$ cat src/rtl/seg_pkg.sv
// Shared constants for the 7-segment display blocks.
// Segment patterns are active-low, bit order {g,f,e,d,c,b,a}.
package seg_pkg;
    localparam int NUM_DIGITS = 4;

    localparam logic [6:0] SEG_0    = 7'b1000000;
    localparam logic [6:0] SEG_1    = 7'b1111001;
    localparam logic [6:0] SEG_2    = 7'b0100100;
    localparam logic [6:0] SEG_3    = 7'b0110000;
    localparam logic [6:0] SEG_4    = 7'b0011001;
    localparam logic [6:0] SEG_5    = 7'b0010010;
    localparam logic [6:0] SEG_6    = 7'b0000010;
    localparam logic [6:0] SEG_7    = 7'b1111000;
    localparam logic [6:0] SEG_8    = 7'b0000000;
    localparam logic [6:0] SEG_9    = 7'b0010000;
    localparam logic [6:0] SEG_DASH = 7'b0111111;
    localparam logic [6:0] SEG_OFF  = 7'b1111111;
    localparam logic [3:0] AN_OFF   = 4'b1111;
endpackage

$ cat src/rtl/bcd_seg_lut.sv
// BCD nibble to active-low 7-segment pattern; purely combinational.
// Non-BCD codes render as a dash so corrupt counters are visible.
module bcd_seg_lut
    import seg_pkg::*;
(
    input  logic [3:0] bcd,
    output logic [6:0] seg
);
    always_comb begin
        seg = SEG_DASH;
        case (bcd)
            4'd0: seg = SEG_0;
            4'd1: seg = SEG_1;
            4'd2: seg = SEG_2;
            4'd3: seg = SEG_3;
            4'd4: seg = SEG_4;
            4'd5: seg = SEG_5;
            4'd6: seg = SEG_6;
            4'd7: seg = SEG_7;
            4'd8: seg = SEG_8;
            4'd9: seg = SEG_9;
            default: seg = SEG_DASH;
        endcase
    end
endmodule

$ cat src/rtl/seg_scan_driver.sv
// Four-digit multiplexed 7-segment scanner with per-slot blanking, frame-synchronous
// digit shadowing and leading-zero suppression; outputs are registered (1 cycle).
module seg_scan_driver
    import seg_pkg::*;
#(
    parameter int REFRESH_DIV  = 100000,
    parameter int BLANK_CYCLES = 1000,
    parameter bit LZ_BLANK     = 1'b1
) (
    input  logic        clk,
    input  logic        reset,
    input  logic [15:0] digits,
    input  logic [3:0]  digit_en,
    output logic [6:0]  seg,
    output logic [3:0]  AN,
    output logic        frame_start
);
    localparam int CW = $clog2(REFRESH_DIV);
    localparam int IW = $clog2(NUM_DIGITS);
    localparam logic [CW-1:0] CNT_MAX   = CW'(REFRESH_DIV - 1);
    localparam logic [CW-1:0] BLANK_END = CW'(BLANK_CYCLES);

    logic [CW-1:0] cnt;
    logic [IW-1:0] idx;
    logic [15:0]   shadow;
    logic [3:0]    en_sh;

    logic          latch;
    logic [15:0]   digits_eff;
    logic [3:0]    en_eff;
    logic [3:0]    nibble;
    logic [6:0]    lut_seg;
    logic          in_blank;
    logic          lz_dark;
    logic          dark;

    // The output stage looks at the value being latched this cycle, so the new
    // frame's digits appear together with frame_start (matters when BLANK_CYCLES = 0).
    always_comb begin
        latch      = (cnt == '0) && (idx == '0);
        digits_eff = latch ? digits : shadow;
        en_eff     = latch ? digit_en : en_sh;
        nibble     = digits_eff[{idx, 2'b00} +: 4];
        in_blank   = (cnt < BLANK_END);
        lz_dark    = LZ_BLANK && (idx != '0) && ((digits_eff >> {idx, 2'b00}) == 16'h0000);
        dark       = !en_eff[idx] || lz_dark;
    end

    bcd_seg_lut u_lut (
        .bcd (nibble),
        .seg (lut_seg)
    );

    always_ff @(posedge clk or posedge reset) begin
        if (reset) begin
            cnt         <= '0;
            idx         <= '0;
            shadow      <= '0;
            en_sh       <= '0;
            AN          <= AN_OFF;
            seg         <= SEG_OFF;
            frame_start <= 1'b0;
        end else begin
            if (cnt == CNT_MAX) begin
                cnt <= '0;
                idx <= idx + 1'b1;
            end else begin
                cnt <= cnt + 1'b1;
            end

            if (latch) begin
                shadow <= digits;
                en_sh  <= digit_en;
            end
            frame_start <= latch;

            if (in_blank || dark) begin
                AN  <= AN_OFF;
                seg <= SEG_OFF;
            end else begin
                AN  <= ~(4'b0001 << idx);
                seg <= lut_seg;
            end
        end
    end
endmodule

$ cat config.mk
export PLATFORM = sky130hd
export DESIGN_NAME = seg_scan_driver
export DESIGN_NICKNAME = d
export VERILOG_FILES = /design/src/rtl/seg_pkg.sv /design/src/rtl/bcd_seg_lut.sv /design/src/rtl/seg_scan_driver.sv
export SDC_FILE = /design/constraint.sdc
export NUM_CORES = 1
export LEC_CHECK = 0
export CAP_MARGIN = 5
export CORE_MARGIN = 5
export CORE_UTILIZATION = 40
export CTS_BUF_LIST = sky130_fd_sc_hd__clkbuf_16
export DETAILED_ROUTE_END_ITERATION = 8
export PLACE_DENSITY_LB_ADDON = 0.08
export SETUP_SLACK_MARGIN = 0.1
export SYNTH_ARGS = -nofsm -noshare
export SYNTH_HDL_FRONTEND = slang
export SYNTH_SLANG_ARGS = --single-unit
$ cat constraint.sdc
create_clock -name clk -period 9.23 [get_ports clk]
set_clock_uncertainty 0.1 [all_clocks]
set_input_delay 1.846 -clock clk [delete_from_list [all_inputs] [get_ports clk]]
set_output_delay 1.846 -clock clk [all_outputs]
set_load 0.01 [all_outputs]
# ---- Word-level counts from Yosys, hierarchy flattened
# Memory sizes are Yosys's and may differ from the RTL's.
# Index checks and enable logic that the tools add are counted.
dict set report totals {
  regBits 51
  romBits 112
  inputBits 22
  out_inout_bits 12
  word_cells 33
  memories 1
}
# memory words width read_ports rd_ports_with_merged_regs write_ports line
set memory_table {}
lappend memory_table {{(no name shown)} 16 7 1 0 0 bcd_seg_lut.sv:11} ;# case (bcd)
dict set report op_classes {
  n_addsub 2
  n_lt_le_gt_ge 2
  n_eq_ne 1
  shifts 3
  n_mux 7
  n_bitwise 1
  reduce_logical 9
}
# operator count
set op_table {}
lappend op_table {{$add A17 B1 Y17 const B} 1}
lappend op_table {{$eq A17 B17 Y1 const B} 1}
lappend op_table {{$logic_not A17 Y1} 1}
lappend op_table {{$lt A17 B10 Y1 const B} 1}
lappend op_table {{$mux W17} 1}
lappend op_table {{$logic_not A16 Y1} 1}
lappend op_table {{$mux W16} 1}
lappend op_table {{$shiftx A16 B5 Y4} 1}
lappend op_table {{$shr A16 B4 Y16} 1}
lappend op_table {{$mux W4} 2}
lappend op_table {{$mux W7} 1}
lappend op_table {{$not A4 Y4} 1}
lappend op_table {{$shl A1 B2 Y4 const A} 1}
lappend op_table {{$lt A2 B3 Y1 const B} 1}
lappend op_table {{$add A2 B1 Y2 const B} 1}
lappend op_table {{$bmux W1 S2} 1}
lappend op_table {{$logic_and A1 B1 Y1} 2}
lappend op_table {{$logic_not A2 Y1} 1}
lappend op_table {{$logic_or A1 B1 Y1} 2}
lappend op_table {{$reduce_bool A2 Y1} 1}
lappend op_table {{$logic_not A1 Y1} 1}
lappend op_table {{$mux W1} 1}

# ---- Logic depth before layout (Yosys ltp)
# Gate-level depths: netlist (run 1).
dict set report logic_depth {
  word_depth 9
  ltp_mapped 15
  ltp_nobuf 13
}

# ---- By module
# From an unflattened synthesis (run 1), not the netlist that was laid out.
dict set report unflattened {
  cells_unflattened 237
  hier_area_um2 2741.4
}
# module instances cells_per_inst area_per_inst_um2 seq_area_each_um2
set modules_own_cells {}
lappend modules_own_cells {seg_scan_driver 1 206 2501.1 1290.0}
lappend modules_own_cells {bcd_seg_lut 1 31 240.2 0.0}

# ---- Least setup slack after synthesis (run 1)
# OpenSTA, ideal clock, no wires.
dict set report synth_timing {
  path_type {register -> register}
  start {reg idx[0]}
  end {reg seg[6]}
  setup_ps 82
  arrival_time_ps 3976
  required_time_ps 9048
  slack_ps 5072
  path_stages_with_launch 16
  path_buffers 2
  synth_period_minus_slack_ps 4158
  cell_sequence {dfrtp_1 inv_1 buf_1 ha_1 or4b_4 nor4_4 nand2_4 mux2_2 mux4_2 inv_1 ha_1 nor2b_1 and4b_1 nand4_1 clkbuf_1 o211ai_1}
}
dict set report synth_between {
  elab_chain_len 9
  elab_cells_between_ends 16
  classes_between {shift (2); mux (5); reduce/logical (8); memory (1)}
}
# item line
set synth_lines {}
lappend synth_lines {{start, declared} seg_scan_driver.sv:24} ;# logic [IW-1:0] idx;
lappend synth_lines {{start signal, assigned} seg_scan_driver.sv:66} ;# idx <= idx + 1'b1;
lappend synth_lines {{$logic_not A2 Y1 *} seg_scan_driver.sv:40} ;# latch = (cnt == '0) && (idx == '0);
lappend synth_lines {{$logic_and A1 B1 Y1 *} seg_scan_driver.sv:40}
lappend synth_lines {{$mux W16 *} -}
lappend synth_lines {{net digits_eff[0]} seg_scan_driver.sv:29} ;# logic [15:0] digits_eff;
lappend synth_lines {{parallel branches: the longest is 5 deep, another holds $mem_v2 Z16 W7} -}
lappend synth_lines {{$mux W7 *} seg_scan_driver.sv:77} ;# if (in_blank || dark) begin
lappend synth_lines {{end signal, assigned} seg_scan_driver.sv:82} ;# seg <= lut_seg;
lappend synth_lines {{end, declared} seg_scan_driver.sv:14} ;# output logic [6:0] seg,
# Mark *: on every way through the listed nets, which the timed path passes. The select of a mux whose other input is x is not followed.
# A chain may end at the register's enable or synchronous reset.

# ---- Worst setup path in the final report (run 1)
# Ends and elaborated chain as after synthesis.

==> qor.csv, run 1 <==
metric,value,unit
status,finished clean,
utilization,0.489,
setup_tns,0,ns
antenna_found_initial,0,
cts_max_level,2,
io_pins,34,
initial_core_util,0.409,
hp-class,register to register,
postSynthCellCount,272,
yosys-top-cells-count,"63 x nand2_1, 40 x dfrtp_1, 15 x nor2_1",
powerDensity,135,nW/µm²
setup_ws,4.30,ns
period_share,0.534,
overflow,0,
post_cts_buffers,0,
critical_path.top_delay_family,simple AND/OR/NAND/NOR gates,
routed_via_density,5.24,
synth_area_leaders,"dfrtp_1 36%, dfstp_2 10%, nand2_1 8.5%, mux4_2 5.7%, ha_1 5.0%",
clock_latency,0.29,ns
ys_async_sr_fraction,1.00,
fillers,642,
layout_min_cycle_time,4.93,ns
dpl.hpwl,4.43,mm
grtUsageTotal,0.145,
p_clk_frac,0.404,
multi_input_area,1380,µm²
core,6760,µm²
yosysUniqueCellTypes,49,
share_comb_of_total_power,0.076,
rsz0062_at_grt,false,
die_h,93.2,µm
die_w,93.2,µm
critPathKind,register to register,
max-slew-margin-rel,0.303,
wl_per_cell,15.3,µm
ys_warn_count,0,
hold_viol_final,0,
place_congestion,0.781,
portBuffers,33,
syn2layout_area_growth,19.4,%
synth_flop_cell,dfrtp_1,
p_leak,0.00144,µW
path_buf_inv,2,
maxSlewViolCount,0,
sw_frac_of_total,0.227,
root_buffer,clkbuf_16,
syn-cell-area,2770,µm²
slowest_delay,0.54,ns
num_rows,30,
yosys.area.top_type,dfrtp_1,
p_switching,101,µW
seq_power_share,0.519,
stdcell_count,384,
p_int,345,µW
clk_pin_slew_worst_paths,0.07,ns
routed_wirelength,5.87,mm
ys_seq_area_frac,0.466,
maxCapViolCount,0,
synth_nets,305,
nNetsFinal,336,
crit_fanout,28,
synth-seq-cells,51,
pre_cts_ws,4.29,ns
cts_sinks,51,
postCtsHoldBufs,0,
cp_cell_sequence,inv_1 -> ha_1 -> or4b_4 -> nor4_4 -> nand2_4 -> mux2_2 -> mux4_2 -> inv_1 -> ha_1 -> nor2b_1 -> and4b_1 -> nand4_1 -> o211ai_1,
die_area,8680,µm²
r2r_slack,4.30,ns
dpl.cell_count,376,
end_kind,register,
synth_edf_count,0,
grt_pass1_vias,1966,
n_antenna_cell,0,
cts_tree,yes,
seq_area,1290,µm²
drive_gt1_frac,0.138,
via_count,2011,
grt_pass1_wl,9.99,mm
cts_made_buffers,5,
drt-initial-drc-count,66,
max-clock-path-buffers,2,
grt_start_max_net_pins,52,
ant_nets,0,
vdd_drop_max,0.0647,mV
worst_slew_pin_slew,1.04,ns
required,9.34,ns
firstDrtPassIters,4,
max_freq,203,MHz
drcViolationCount,0,
setup_viol,0,
synth_area_per_cell,10.2,µm²
crit_path_top_delay_cell,dfrtp_1,
yosysTopAreaCellShare,0.362,
synth_most_common_cell,nand2_1,
critPathArrivalTime,5.04,ns
cp-start-kind,register,
cts_resized,0,
-- state kept, by name, indices dropped and copies added, names as in the netlist --
signal / flops
frame_start: 1
cnt: 17
shadow: 16
en_sh: 4
idx: 2
AN: 4
seg: 7
-- stage by stage --
stage	cell area [µm²]	power (µW)	hold WS, ns
final	3300	445	0.371
after global routing	3300	465	0.397
after CTS	3300	451	0.374
after detailed placement	3160	270	0.357
after global placement	3160	270	0.356
after floorplan	2770	253	0.334
-- placed cells by master (no fill, tap or decap), drive strengths merged, types with 3 or more instances in the layout --
cell           count
mux2i              3
or3                3
nand2             64
or4                3
nand3             11
clkdlybuf4s50     33
and3               4
nor3               4
nor2b              5
mux2               4
a22oi              3
inv               14
nor4               7
nor2              15
o211ai             5
nand4              3
dfstp             11
clkinv             3
xnor2              7
mux4               7
xor2               8
clkbuf             5
o21ai              8
a211oi             4
ha                11
dfrtp             40
-- path summary, 6_finish.rpt --
kind | cells past startpoint | to | startpoint
worst max-delay path | 13 | seg[6]$_DFF_PP1_ | idx[0]$_DFFE_PP0N_
worst min-delay path | 2 | en_sh[3]$_DFF_PP0_ | en_sh[3]$_DFF_PP0_
worst max register to register | 13 | seg[6]$_DFF_PP1_ | idx[0]$_DFFE_PP0N_
worst min register to register | 2 | en_sh[3]$_DFF_PP0_ | en_sh[3]$_DFF_PP0_
max in group asynchronous | 2 | shadow[3]$_DFF_PP0_ | reset
min in group asynchronous | 2 | cnt[2]$_DFF_PP0_ | reset
-- power groups by stage --
stage	clock network, µW	registers (µW)	logic, µW
after floorplan	0	234	19.1
after global placement	0	235	34.8
after detailed placement	0	235	34.4
after CTS	185	231	34.5
after global routing	195	232	38.0
final	180	231	33.9
-- per-layer routing --
| layer | GRT usage | wire length [µm] | share of wire | vias to the layer above |
|---|---|---|---|---|
| met5 | 0 | 0 | 0 | - |
| met4 | 0.0501 | 73 | 0.012 | 0 |
| met3 | 0.0282 | 200 | 0.034 | 7 |
| met2 | 0.214 | 2570 | 0.44 | 40 |
| met1 | 0.214 | 3020 | 0.51 | 960 |
| li1 | - | - | - | 1004 |
-- final cells by class --
cell class | instances | share of cell area
clock buffers | 5 | 0.0379
clock inverters | 3 | 0.00530
inverters | 14 | 0.0159
multi-input cells | 197 | 0.418
flip-flops and latches | 51 | 0.391
well taps | 80 | 0.0303
repair buffers | 34 | 0.102
-- cell families after synthesis --
logic type | after synthesis | share of synthesized area
AOI/OAI and AO/OA | 32 | 0.0891
xor gates and xnor gates | 15 | 0.0475
adders and majority gates | 11 | 0.0498
and+or+nand+nor | 125 | 0.227
DFF | 51 | 0.466
muxes | 14 | 0.0855
buffers and inverters | 24 | 0.0348
-- worst reg2reg max path: stages, from the launching register on --
cell      delay (ns)
dfrtp_1         0.54
inv_1           0.51
ha_1            0.30
or4b_4          0.51
nor4_4          0.37
nand2_4         0.27
mux2_2          0.39
mux4_2          0.53
inv_1           0.14
ha_1            0.17
nor2b_1         0.13
and4b_1         0.25
nand4_1         0.38
o211ai_1        0.25
Note: power is estimated with default switching activity, not from simulation.
==> inputs of run 2 (changes only) <==
==> constraint.sdc (replaced) <==
create_clock -name clk -period 4.4 [get_ports clk]
set_clock_uncertainty 0.1 [all_clocks]
set_input_delay 0.88 -clock clk [delete_from_list [all_inputs] [get_ports clk]]
set_output_delay 0.88 -clock clk [all_outputs]
set_load 0.01 [all_outputs]
==> run 2 against run 1 <==
  * Cell count is 1.8% higher
  * Core utilization increased by 1.2 points
  * Global-route usage rose by 0.96 points
  * Non-clock buffer count increased by 7
  * Power grew 120%
  * First-iteration DRC count is 41% higher
  * Clock-buffer cell count is the same
  * Sequential share of layout area down 0.97 points
==> qor.csv, run 2 (synthesis results as in run 1) <==
metric,value,unit
status,finished clean,
crit_path_top_delay_cell,mux4_2,
place_congestion,0.796,
setup_tns,0,ns
root_buffer,clkbuf_16,
drive_gt1_frac,0.154,
antenna_found_initial,0,
cts_sinks,51,
worstHoldPathCells,2,
vdd_drop_max,0.223,mV
firstDrtPassIters,4,
clk_pin_slew_worst_paths,0.07,ns
ant_nets,0,
fillers,626,
n_antenna_cell,0,
largest_reg_flops,17,
core,6760,µm²
max-clock-path-buffers,2,
path_buf_inv,3,
end_kind,register,
top_regs,"cnt x17, shadow x16, seg x7",
initial_core_util,0.409,
cp-start-kind,register,
critPathKind,register to register,
dpl.hpwl,4.58,mm
power,989,µW
postCtsHoldBufs,0,
required,4.50,ns
setup_viol,0,
die_w,93.2,µm
die_h,93.2,µm
layout_min_cycle_time,4.01,ns
rsz0062_at_grt,false,
slowest_delay,0.52,ns
routed_wirelength,6.06,mm
grt_start_max_net_pins,39,
grtUsageTotal,0.155,
cts_tree,yes,
cp_cell_sequence,clkinv_1 -> ha_1 -> or4b_4 -> nor4_4 -> nand2_4 -> mux2_2 -> mux4_2 -> inv_1 -> ha_1 -> nor2b_1 -> and4b_1 -> nand4_1 -> buf_4 -> o211ai_1,
clock_latency,0.29,ns
powerDensity,292,nW/µm²
routed_via_density,5.25,
die_area,8680,µm²
setup_ws,0.391,ns
drcViolationCount,0,
cts_made_buffers,5,
pre_cts_ws,0.140,ns
layout_common_cells,"63 x nand2_1, 40 x dfrtp_1, 33 x clkdlybuf4s50_1, 15 x nor2_1, 13 x inv_1",
critPathArrivalTime,4.11,ns
syn2layout_area_growth,22.4,%
worst_slew_pin_slew,0.957,ns
max_freq,249,MHz
final_common_cell,nand2_1,
cts_max_level,2,
hold_viol_final,0,
drt-initial-drc-count,93,
hp-class,register to register,
portBuffers,33,
utilization,0.501,
num_rows,30,
crit_fanout,19,
grt_pass1_vias,2075,
overflow,0,
period_share,0.911,
maxCapViolCount,0,
critical_path.top_delay_family,simple AND/OR/NAND/NOR gates,
nNetsFinal,343,
io_pins,34,
p_leak,0.00149,µW
reg2regPathDepth,14,
wl_per_cell,15.5,µm
grt_pass1_wl,10.7,mm
top_register,cnt,
via_count,2054,
cp_common_cell,ha_1,
maxSlewViolCount,0,
worst-path-stages,14,
max-slew-margin-rel,0.356,
run 2: changes by cell type in the layout (fill, tap and decap cells not counted), sizes merged:
| cell | previous run | this run |
|---|---|---|
| bufinv | 0 | 1 |
| buf | 1 | 8 |
| clkinv | 3 | 1 |
| inv | 14 | 15 |
run 2: worst paths after layout:
check / end / slack, ns / from
setup reg to reg: seg[4]$_DFF_PP1_ / 0.39 / idx[1]$_DFFE_PP0N_
max in group asynchronous: AN[1]$_DFF_PP1_ / 2.45 / reset
hold reg to reg: en_sh[0]$_DFF_PP0_ / 0.37 / en_sh[0]$_DFF_PP0_
min in group asynchronous: cnt[2]$_DFF_PP0_ / 0.97 / reset
hold / removal: en_sh[0]$_DFF_PP0_ / 0.37 / en_sh[0]$_DFF_PP0_
setup / recovery: seg[4]$_DFF_PP1_ / 0.39 / idx[1]$_DFFE_PP0N_
run 2: metrics by stage:
stage / cell area [µm²] / std cells / hold WS, ns
floorplan: 2770 / 272 / 0.334
global placement: 3210 / 382 / 0.346
detailed placement: 3210 / 382 / 0.356
CTS: 3370 / 390 / 0.372
global route: 3390 / 391 / 0.403
finish: 3390 / 391 / 0.370
run 2: per-layer routing:
layer | share of wire | up-vias | GRT usage
met3 | 0.051 | 5 | 0.0290
met2 | 0.44 | 47 | 0.236
met5 | 0 | - | 0
met4 | 0.010 | 0 | 0.0391
li1 | - | 1021 | -
met1 | 0.50 | 981 | 0.227
run 2: area by class of cell:
| type | instances | area [µm²] | area share |
|---|---|---|---|
| multi-input cells | 197 | 1390 | 0.411 |
| flip-flops and latches | 51 | 1290 | 0.381 |
| repair buffers | 41 | 390 | 0.115 |
| clock buffers | 5 | 125 | 0.0369 |
| well taps | 80 | 100 | 0.0296 |
| inverters | 14 | 52.6 | 0.0155 |
| clock inverters | 3 | 37.5 | 0.0111 |
run 2: timing repair:
action                                  CTS  global route
hold endpoints to repair                  0             0
endpoints found under the setup margin    0            11
setup buffers                             0             1
resized for setup                         0             1
run 2: worst min-delay path: stages, from the launching register on:
cell     delay [ns]
dfrtp_1        0.34
nand2_1        0.05
nand2_1        0.05
run 2: power breakdown:
group          internal (µW)  total (µW)  switching (µW)
Clock                    264         430             166
Combinational           35.9        73.2            37.3
Sequential               479         485            6.42
==> inputs of run 3 (changes only) <==
--- a/config.mk
+++ b/config.mk
@@ -5,6 +5,7 @@
 export SDC_FILE = /design/constraint.sdc
 export NUM_CORES = 1
 export LEC_CHECK = 0
+export ABC_AREA = 1
 export CAP_MARGIN = 5
 export CORE_MARGIN = 5
 export CORE_UTILIZATION = 40
==> constraint.sdc (replaced) <==
create_clock -name clk -period 5 [get_ports clk]
set_clock_uncertainty 0.1 [all_clocks]
set_input_delay 1 -clock clk [delete_from_list [all_inputs] [get_ports clk]]
set_output_delay 1 -clock clk [all_outputs]
set_load 0.01 [all_outputs]
==> run 3 against run 2 <==
  * Flip-flop and latch count is the same
  * Combinational power shrank 9.8%
  * Synthesized cell count grew 37%
  * Critical path type unchanged
  * Global-route usage grew 0.73 points
  * Design area grew 4.5%
  * Maximum frequency grew 7.6%
  * Non-clock buffer count shrank 5
  * Die area grew 7.3%
  * Highest routed layer unchanged
  * Cell count grew 30%
  * Via count grew 21%
  * Synthesized area grew 8.1%
  * Clock power shrank 21%
==> qor.csv, run 3 <==
metric,value,unit
clock_latency,0.28,ns
ant_nets,0,
vdd_drop_max,0.107,mV
cts_made_buffers,5,
end_kind,register,
cts_tree,yes,
max-slew-margin-rel,0.608,
maxCapViolCount,0,
use_met3,0.0271,
drt-initial-drc-count,104,
synth_most_common_cell,nand2_1,
overflow,0,
cts_sinks,51,
syn2layout_area_growth,18.3,%
cp-start-kind,register,
synth-seq-cells,51,
fillers,736,
ys_warn_count,0,
synth_flop_cell,dfrtp_1,
yosysTopAreaCellShare,0.335,
nNetsFinal,440,
fin_hold_ws,0.371,ns
max_freq,268,MHz
routed_via_density,4.88,
layout_min_cycle_time,3.73,ns
core,7250,µm²
postSynthCellCount,373,
grt.busiest_layer,met2,
period_share,0.745,
cts_resized,0,
wl_per_cell,13.4,µm
drive_gt1_frac,0.145,
largest_reg_flops,17,
die_w,96.5,µm
hold_viol_final,0,
grt_pass1_wl,11.8,mm
cts_max_level,2,
antenna_found_initial,0,
die_h,96.5,µm
dpl.hpwl,5.04,mm
yosysUniqueCellTypes,36,
yosys.area.top_type,dfrtp_1,
setup_viol,0,
post_cts_buffers,0,
synth_nets,406,
num_rows,31,
use_met2,0.273,
critPathKind,register to register,
grt_pass1_vias,2498,
yosys-top-cells-count,"91 x nand2_1, 51 x inv_1, 40 x dfrtp_1",
layout_common_cells,"91 x nand2_1, 50 x inv_1, 40 x dfrtp_1, 38 x nand3_1, 33 x clkdlybuf4s50_1",
n_antenna_cell,0,
critPathArrivalTime,3.84,ns
ys_async_sr_fraction,1.00,
synth_area_per_cell,8.02,µm²
p_leak,0.00169,µW
portBuffers,33,
synth_edf_count,0,
powerDensity,234,nW/µm²
hp-class,register to register,
routed_wirelength,6.78,mm
setup_tns,0,ns
via_count,2476,
initial_core_util,0.412,
crit_fanout,23,
firstDrtPassIters,4,
max-clock-path-buffers,2,
maxSlewViolCount,0,
drcViolationCount,0,
grtUsageTotal,0.162,
clk_pin_slew_worst_paths,0.07,ns
place_congestion,0.874,
top_register,cnt,
rsz0062_at_grt,false,
die_area,9310,µm²
status,finished clean,
io_pins,34,
syn-cell-area,2990,µm²
required,5.12,ns
final_common_cell,nand2_1,
synth_area_leaders,"dfrtp_1 33%, nand2_1 11%, dfstp_2 9.7%, inv_1 6.4%, nand3_1 6.4%",
gr-usage-met1,0.213,
power,829,µW
root_buffer,clkbuf_16,
grt_start_max_net_pins,28,
ys_seq_area_frac,0.431,
top_regs,"cnt x17, shadow x16, seg x7",
worst_slew_pin_slew,0.588,ns
postCtsHoldBufs,0,
## run 3: cell count changes after synthesis, sizes merged, moves of 6 or more
cell	previous run	this run
nand3	11	52
inv	13	53
nand2	64	102
nor2	15	33
nand4	3	16
a21oi	2	9
mux4	7	0
clkbuf	6	0
xnor2	7	1
xor2	8	2
## run 3: area by class of cell
type / instances / area, µm² / share of cell area
repair buffers: 36 / 353 / 0.0997
flip-flops and latches: 51 / 1290 / 0.364
clock inverters: 3 / 20.0 / 0.00566
inverters: 56 / 210 / 0.0594
clock buffers: 5 / 125 / 0.0353
multi-input cells: 257 / 1420 / 0.400
well taps: 99 / 124 / 0.0350
## run 3: path summary, 6_finish.rpt
path                                           from             endpoint  slack (ns)  depth (start not counted)
worst max-delay path             idx[1]$_DFFE_PP0N_     seg[1]$_DFF_PP1_        1.27                         20
worst min-delay path            shadow[3]$_DFF_PP0_  shadow[3]$_DFF_PP0_        0.37                          2
worst max register to register   idx[1]$_DFFE_PP0N_     seg[1]$_DFF_PP1_        1.27                         20
worst min register to register  shadow[3]$_DFF_PP0_  shadow[3]$_DFF_PP0_        0.37                          2
max in group asynchronous                     reset      AN[0]$_DFF_PP1_        3.04                          3
min in group asynchronous                     reset    cnt[10]$_DFF_PP0_        0.98                          2
## run 3: through the flow
stage                     worst slack [ns]  utilization  area [µm²]  instances
after detailed placement              1.23        0.468        3390        499
after floorplan                       1.88            -        2990        373
after global placement                1.30        0.468        3390        499
after global routing                 0.800        0.488        3540        507
after CTS                             1.22        0.488        3540        507
final                                 1.27        0.488        3540        507
## run 3: cell families (layout without fill, tap and decap cells)
group                      Yosys count  count (layout)  share of synthesized area
xor gates and xnor gates             3               3                    0.00878
and+or+nand+nor                    219             219                      0.369
AOI/OAI and AO/OA                   24              24                     0.0502
adders and majority gates           11              11                     0.0460
DFF                                 51              51                      0.431
buffers and inverters               65             100                     0.0949
## run 3: where the power goes
group	switching (µW)	internal (µW)	leakage, µW
clock	154	185	0.0000658
sequential	2.63	421	0.000614
combinational	37.0	29.0	0.00101
total	194	635	0.00169
## run 3: critical path, cell delays in order, from the launching register on
cell,delay [ns]
dfrtp_1,0.51
clkinv_1,0.35
ha_1,0.35
inv_1,0.09
nor2_1,0.04
nand2_1,0.09
nor2_4,0.08
nand3_4,0.23
clkinv_1,0.25
nand2_1,0.12
nand2_1,0.07
nand2_1,0.06
nand3_1,0.06
nand2_1,0.16
ha_1,0.17
inv_1,0.05
nor2_1,0.08
nand4_1,0.11
a21oi_2,0.11
nand2_1,0.32
nand3_1,0.22
## run 3: metal layers
metal	vias to the layer above	routed length [µm]	share of wire
met2	35	3280	0.48
met3	4	228	0.034
li1	1269	-	-
met1	1168	3220	0.48
met5	-	0	0
met4	0	44	0.0065
